`src/rtl/if_pc_ctrl_pkg.sv`:
```
// Shared definitions for the instruction-fetch PC controller.
// Holds the fetch FSM state encoding and the sequential PC step.
package if_pc_ctrl_pkg;

    typedef enum logic [2:0] {
        IDLE    = 3'd0,
        REQ     = 3'd1,
        WAIT    = 3'd2,
        DELIVER = 3'd3,
        KILL    = 3'd4
    } fetch_state_e;

    localparam int unsigned PcIncrement = 4;

endpackage

```
`src/rtl/if_pc_ctrl.sv`:
```
// Instruction-fetch PC controller: one outstanding imem fetch, handoff to decode
// with stall backpressure, and execute-stage redirects that squash in-flight work.
//
// state   | meaning
// --------+----------------------------------------------------------------
// IDLE    | just out of reset, no request offered yet
// REQ     | offering a fetch of pc_q to instruction memory
// WAIT    | fetch accepted, waiting for the response
// DELIVER | instruction presented to decode until stall drops
// KILL    | a squashed fetch is in flight; its response will be discarded
module if_pc_ctrl
    import if_pc_ctrl_pkg::*;
#(
    parameter int unsigned           WordSize    = 32,
    parameter logic [WordSize-1:0]   ResetVector = '0
) (
    input  logic                clk,
    input  logic                rstn,
    input  logic                redirect_valid,
    input  logic [WordSize-1:0] redirect_addr,
    input  logic                stall,
    output logic                imem_req_valid,
    input  logic                imem_req_ready,
    output logic [WordSize-1:0] imem_req_addr,
    input  logic                imem_rsp_valid,
    input  logic [WordSize-1:0] imem_rsp_data,
    output logic                inst_valid,
    output logic [WordSize-1:0] inst,
    output logic [WordSize-1:0] inst_pc
);

    fetch_state_e        state_q, state_d;
    logic [WordSize-1:0] pc_q, pc_d;
    logic [WordSize-1:0] inst_q, inst_d;
    logic [WordSize-1:0] inst_pc_q, inst_pc_d;
    logic                inst_valid_q, inst_valid_d;

    logic                req_xfer;
    logic [WordSize-1:0] redirect_pc;
    logic [WordSize-1:0] pc_next_seq;

    always_comb begin
        req_xfer    = (state_q == REQ) && imem_req_ready;
        redirect_pc = redirect_addr & ~(WordSize'(3));
        pc_next_seq = pc_q + WordSize'(PcIncrement);
    end

    always_comb begin
        state_d      = state_q;
        pc_d         = pc_q;
        inst_d       = inst_q;
        inst_pc_d    = inst_pc_q;
        inst_valid_d = inst_valid_q;

        if (redirect_valid) begin
            // A redirect wins over everything; the only question is whether a
            // fetch is still in flight whose response must be swallowed.
            pc_d         = redirect_pc;
            inst_valid_d = 1'b0;
            case (state_q)
                IDLE:    state_d = REQ;
                REQ:     state_d = req_xfer ? KILL : REQ;
                WAIT:    state_d = imem_rsp_valid ? REQ : KILL;
                DELIVER: state_d = REQ;
                KILL:    state_d = imem_rsp_valid ? REQ : KILL;
                default: state_d = IDLE;
            endcase
        end else begin
            case (state_q)
                IDLE: begin
                    state_d = REQ;
                end
                REQ: begin
                    if (req_xfer) begin
                        state_d = WAIT;
                    end
                end
                WAIT: begin
                    if (imem_rsp_valid) begin
                        inst_d       = imem_rsp_data;
                        inst_pc_d    = pc_q;
                        inst_valid_d = 1'b1;
                        pc_d         = pc_next_seq;
                        state_d      = DELIVER;
                    end
                end
                DELIVER: begin
                    if (!stall) begin
                        inst_valid_d = 1'b0;
                        state_d      = REQ;
                    end
                end
                KILL: begin
                    if (imem_rsp_valid) begin
                        state_d = REQ;
                    end
                end
                default: begin
                    state_d = IDLE;
                end
            endcase
        end
    end

    always_ff @(posedge clk or negedge rstn) begin
        if (!rstn) begin
            state_q      <= IDLE;
            pc_q         <= ResetVector;
            inst_q       <= '0;
            inst_pc_q    <= '0;
            inst_valid_q <= 1'b0;
        end else begin
            state_q      <= state_d;
            pc_q         <= pc_d;
            inst_q       <= inst_d;
            inst_pc_q    <= inst_pc_d;
            inst_valid_q <= inst_valid_d;
        end
    end

    always_comb begin
        imem_req_valid = (state_q == REQ);
        imem_req_addr  = pc_q;
        inst_valid     = inst_valid_q;
        inst           = inst_q;
        inst_pc        = inst_pc_q;
    end

endmodule

```
`config.mk`:
```
export PLATFORM = sky130hd
export DESIGN_NAME = if_pc_ctrl
export DESIGN_NICKNAME = d
export VERILOG_FILES = /design/src/rtl/if_pc_ctrl_pkg.sv /design/src/rtl/if_pc_ctrl.sv
export SDC_FILE = /design/constraint.sdc
export NUM_CORES = 1
export LEC_CHECK = 0
export BUFFER_PORTS_ARGS = -buffer_cell sky130_fd_sc_hd__buf_2
export CORE_ASPECT_RATIO = 1.2
export CORE_MARGIN = 3
export CORE_UTILIZATION = 49
export DETAILED_ROUTE_END_ITERATION = 6
export MAX_ROUTING_LAYER = met4
export PLACE_DENSITY = 0.91
export SLEW_MARGIN = 20
export SYNTH_ARGS = -nofsm -noshare
export SYNTH_HDL_FRONTEND = slang
export SYNTH_SLANG_ARGS = --single-unit
```
`constraint.sdc`:
```
create_clock -name clk -period 2.3 [get_ports clk]
set_input_delay 0.23 -clock clk [delete_from_list [all_inputs] [get_ports clk]]
set_output_delay 0.23 -clock clk [all_outputs]
set_load 0.02 [all_outputs]
```
# Word-level counts from Yosys, hierarchy flattened
# Index checks and enable logic that the tools add are counted.
word_totals:
  ff_bits: 100
  out_inout_bits: 98
  wordCells: 42
op_classes:
  n_addsub: 1
  n_eq_ne: 8
  mux: 16
  bitwise_logic: 1
  reduce_logical: 11
ops:
  columns: ["cell", "count"]
  rows:
  - ["32-bit two-way mux", 3]
  - ["32-bit by 3-bit adder with 32-bit output (second input constant)", 1]
  - ["3-bit two-way mux", 7]
  - ["3-bit case mux with 5 select lines", 1]
  - ["3-bit != test (second input constant)", 3]
  - ["3-bit case mux with 3 select lines", 1]
  - ["3-bit by 2-bit equality test with 1-bit output (second input constant)", 2]
  - ["3-bit AND reduction", 2]
  - ["4-bit AND reduction", 1]
  - ["2-bit nonzero test", 2]
  - ["2-bit OR reduction", 2]
  - ["3-bit by 1-bit equality test with 1-bit output (second input constant)", 1]
  - ["3-bit equality test (second input constant)", 1]
  - ["3-bit zero test", 1]
  - ["1-bit two-way mux", 3]
  - ["3-bit by 2-bit != test with 1-bit output (second input constant)", 1]
  - ["3-bit nonzero test", 1]
  - ["1-bit case mux with 2 select lines", 1]
  - ["2-bit AND reduction", 1]
  - ["1-bit logical AND", 1]
  - ["1-bit NOT", 1]

# Longest topological paths before layout
logic_depth:
  word_depth: 5
  ltp_mapped: 7
  depth_no_buf: 5

# Worst setup path before layout
# No wires, ideal clock.
synth_timing:
  path_type: "reg-to-reg"
  startpoint: "reg pc_q[10] (netlist: imem_req_addr[10])"
  endpoint: "reg pc_q[30] (netlist: imem_req_addr[30])"
  setup_time_ns: 0.082
  arrival_time_ns: 2.006
  t_required_ns: 2.218
  path_slack_ns: 0.212
  path_stages_with_launch: 8
  synth_period_minus_slack_ns: 2.088
  path_cell_list: "dfrtp_1 -> buf_2 -> and4_1 -> clkbuf_1 -> nand4_1 -> clkbuf_1 -> or4_1 -> a31oi_1"
synth_via:
  elab_chain_cells: 4
synth_lines:
  columns: ["element", "line_no", "rtl"]
  rows:
  - ["from (decl)", "if_pc_ctrl.sv:33", "logic [WordSize-1:0] pc_q, pc_d;"]
  - ["from (signal assigned)", "if_pc_ctrl.sv:108", "pc_q <= ResetVector;"]
  - ["from (signal assigned)", "if_pc_ctrl.sv:114", "pc_q <= pc_d;"]
  - ["32-bit by 3-bit adder with 32-bit output", "if_pc_ctrl.sv:45", "pc_next_seq = pc_q + WordSize'(PcIncrement);"]
  - ["32-bit two-way mux", "if_pc_ctrl.sv:79", "if (imem_rsp_valid) begin"]
  - ["32-bit two-way mux", "if_pc_ctrl.sv:69", "case (state_q)"]
  - ["32-bit two-way mux", "if_pc_ctrl.sv:55", "if (redirect_valid) begin"]
# Every way passes these cells. The select of a mux whose other input is x is not followed.
# A chain may end at the register's enable or synchronous reset.

# Final worst setup path
layout_timing:
  startpoint: "reg state_q[0]"
  endpoint: "reg pc_q[31] (netlist: imem_req_addr[31])"
layout_via:
  elab_chain_cells: 3
layout_lines:
  columns: ["element", "line_no", "rtl"]
  rows:
  - ["from (decl)", "if_pc_ctrl.sv:32", "fetch_state_e state_q, state_d;"]
  - ["from (signal assigned)", "if_pc_ctrl.sv:113", "state_q <= state_d;"]
  - ["3-bit by 2-bit equality test with 1-bit output", "if_pc_ctrl.sv:69", null]
  - ["2-bit nonzero test (no line)", null, null]
  - ["2-bit AND reduction (no line)", null, null]
# Every way passes these cells.

==> out/qor.yml <==
crit_type: "register to register"
setup_viol: 0
htreeDepth: 3
core_sq_mm: 0.00861
swShare: 0.354
p_int_mw: 3.76
ys_seq_elements: 96
die_w_um: 92.1
synth_top_flop_cell: "dfrtp_1"
fillCellCount: 693
syn-cell-area_sq_mm: 0.00436
cts-root-buf: "clkbuf_8"
place_area_sq_mm: 0.00531
synth-edff-count: 0
track_usage: 0.215
clock_path_buffers: 2
drc_errors: 0
async_flop_share: 1.00
cts_sinks: 96
design_area_sq_mm: 0.00557
yosysTopAreaCell: "dfrtp_1"
post-route-period-util: 0.953
first_pass_iters: 4
cts_made_buffers: 9
layout.nets: 604
synth_top_area_share: 0.551
ios: 168
finalHoldViolCount: 0
power_frac_seq: 0.435
power_switching_mw: 2.06
ys_seq_area_frac: 0.551
fin_ws_ns: 0.109
p_total_mw: 5.82
syn_area_per_cell_sq_um: 11.7
ir_drop_mv: 0.671
die-height_um: 109
pwr-share-clk: 0.214
endpoint_kind: "register"
synthDistinctLibCells: 40
hold_path.class: "input pin to register"
grt_pass1_wl_um: 16900
io_buffers: 161
synth_cells: 374
crit_arrival_ns: 2.46
setup.worst_path.start_class: "register"
post-place-ws_ns: 0.115
grt_pass1_vias: 3605
yosys_warnings: 0
fin_skew_ns: 0.0111
n_antenna_cell: 0
fp-row-count: 37
required_ns: 2.57
combPwrFrac: 0.350
die_area_sq_mm: 0.0101
initial_core_util: 0.506
rsz0062_at_grt: "no"
drt_iter0_drc: 140
via_per_inst: 5.62
slew_viol_final: 0
clk_pin_slew_ns: 0.09
drv_cap: 0
overflow: 0
insertion_delay_ns: 0.35
synthTopCellsByArea: "dfrtp_1 55%, mux2_2 16%, or4_1 3.3%, a31oi_1 2.9%, o31ai_1 2.8%"
wl_per_cell_um: 16.2
crit_fanout: 8
placedCellCount: 638
final_cells: 655
worst_slew_pin_slew_ns: 0.533
max_slew_margin: 0.644
power_density_mw_per_mm2: 1050
areaGrowthSynthToFinish_pct: 27.7
period_minus_slack_ns: 2.19
drive_gt1_frac: 0.472
antenna_found_initial: 0
hpwlAfterDp_um: 7730
grt_max_degree: 63
route.vias.total: 3679
synth.most_common_cell: "dfrtp_1"
synth_common_cells: "96 x dfrtp_1, 62 x mux2_2, 23 x nor2_1"
gp_congestion: 0.859
routed_wl_um: 10600
cts_tree: "built"
fmax_ghz: 0.456
postRouteAntennaNets: 0
status: "complete, no violations"
finalSetupTns_ns: 0
power.leakage_nw: 2.68
==> sequential cells by signal (all words and copies together), names as in the netlist <==
name	flops
imem_req_addr	30
inst	32
inst_pc	30
inst_valid	1
state_q	3
==> cells by family (layout without fill, tap and decap cells) <==
group / count (synthesis) / in the layout / synth area share
other: 1 / 4 / 0.000861
buffers and inverters: 33 / 194 / 0.0336
multiplexers: 64 / 64 / 0.165
flip-flops: 96 / 96 / 0.551
XOR/XNOR: 8 / 8 / 0.0161
AO/OA/AOI/OAI: 60 / 60 / 0.0916
AND/OR/NAND/NOR: 111 / 111 / 0.139
adder cells (fa/ha/maj): 1 / 1 / 0.00287
==> cell type report <==
cell class                 count  area [sq um]  area share
clock buffer                  14           173      0.0310
clock inverter                 2          60.1      0.0108
inverter                       5          18.8     0.00337
multi-input combinational    248          1840       0.331
sequential                    96          2400       0.432
tap                          117           146      0.0263
timing repair buffer         173           926       0.166
==> worst paths after layout <==
kind	from	endpoint	slack, ns	cells past startpoint
max	state_q[0]	imem_req_addr[31]	0.11	4
min	redirect_addr[4]	imem_req_addr[4]	0.08	3
min in group asynchronous	rstn	inst_pc[12]	0.39	2
max in group asynchronous	rstn	inst_pc[25]	1.23	3
max reg2reg	state_q[0]	imem_req_addr[31]	0.11	4
min reg2reg	inst[18]	inst[18]	0.50	1
==> power by group through the flow <==
stage / logic (mW) / registers (mW) / clock network [mW]
floorplan: 0.663 / 3.16 / 0
CTS: 2.06 / 2.54 / 1.29
global route: 2.18 / 2.61 / 1.34
global placement: 2.00 / 2.52 / 0
finish: 2.04 / 2.53 / 1.25
detailed placement: 2.06 / 2.57 / 0
==> critical path, stage by stage, from the launching register on <==
cell and delay (ns):
dfrtp_1 0.44, nand4bb_1 0.33, or4_4 0.65, or4_1 0.48
a31oi_1 0.20
==> what timing repair did <==
item | CTS | global route
buffers inserted | 0 | 0
hold buffers | 1 | 0
setup endpoints to repair | 0 | 4
resized for setup | 0 | 3
hold endpoints to repair | 40 | 0
==> cell usage in the layout, fill, tap and decap left out, types with 5 or more instances in the layout <==
cell type | Yosys | layout
buf_2 | 5 | 160
dfrtp_1 | 96 | 96
mux2_2 | 62 | 62
nor2_1 | 23 | 22
nand2_1 | 22 | 22
a31oi_1 | 20 | 20
or4_1 | 19 | 17
o31ai_1 | 16 | 16
o21ai_0 | 14 | 14
nand3_1 | 13 | 12
nand4_1 | 12 | 12
clkbuf_8 | 0 | 12
buf_4 | 4 | 10
inv_1 | 5 | 5
and3_1 | 5 | 5
xor2_1 | 5 | 5
==> per-layer routing <==
layer / GRT usage / wire, um / vias up / share of wire
met1: 0.251 / 4250 / 1770 / 0.40
met5: - / 0 / - / 0
met4: 0.103 / 269 / 0 / 0.025
li1: - / - / 1706 / -
met2: 0.366 / 5370 / 177 / 0.51
met3: 0.0356 / 728 / 26 / 0.069
==> metrics by stage <==
step / utilization / hold WS (ns)
4_1_cts: 0.645 / 0.0597
3_3_place_gp: 0.617 / 0.218
3_5_place_dp: 0.617 / 0.231
6_report: 0.646 / 0.0801
2_1_floorplan: - / -0.0656
5_1_grt: 0.646 / 0.0821
No activity file was read; power rests on OpenSTA's default activity.
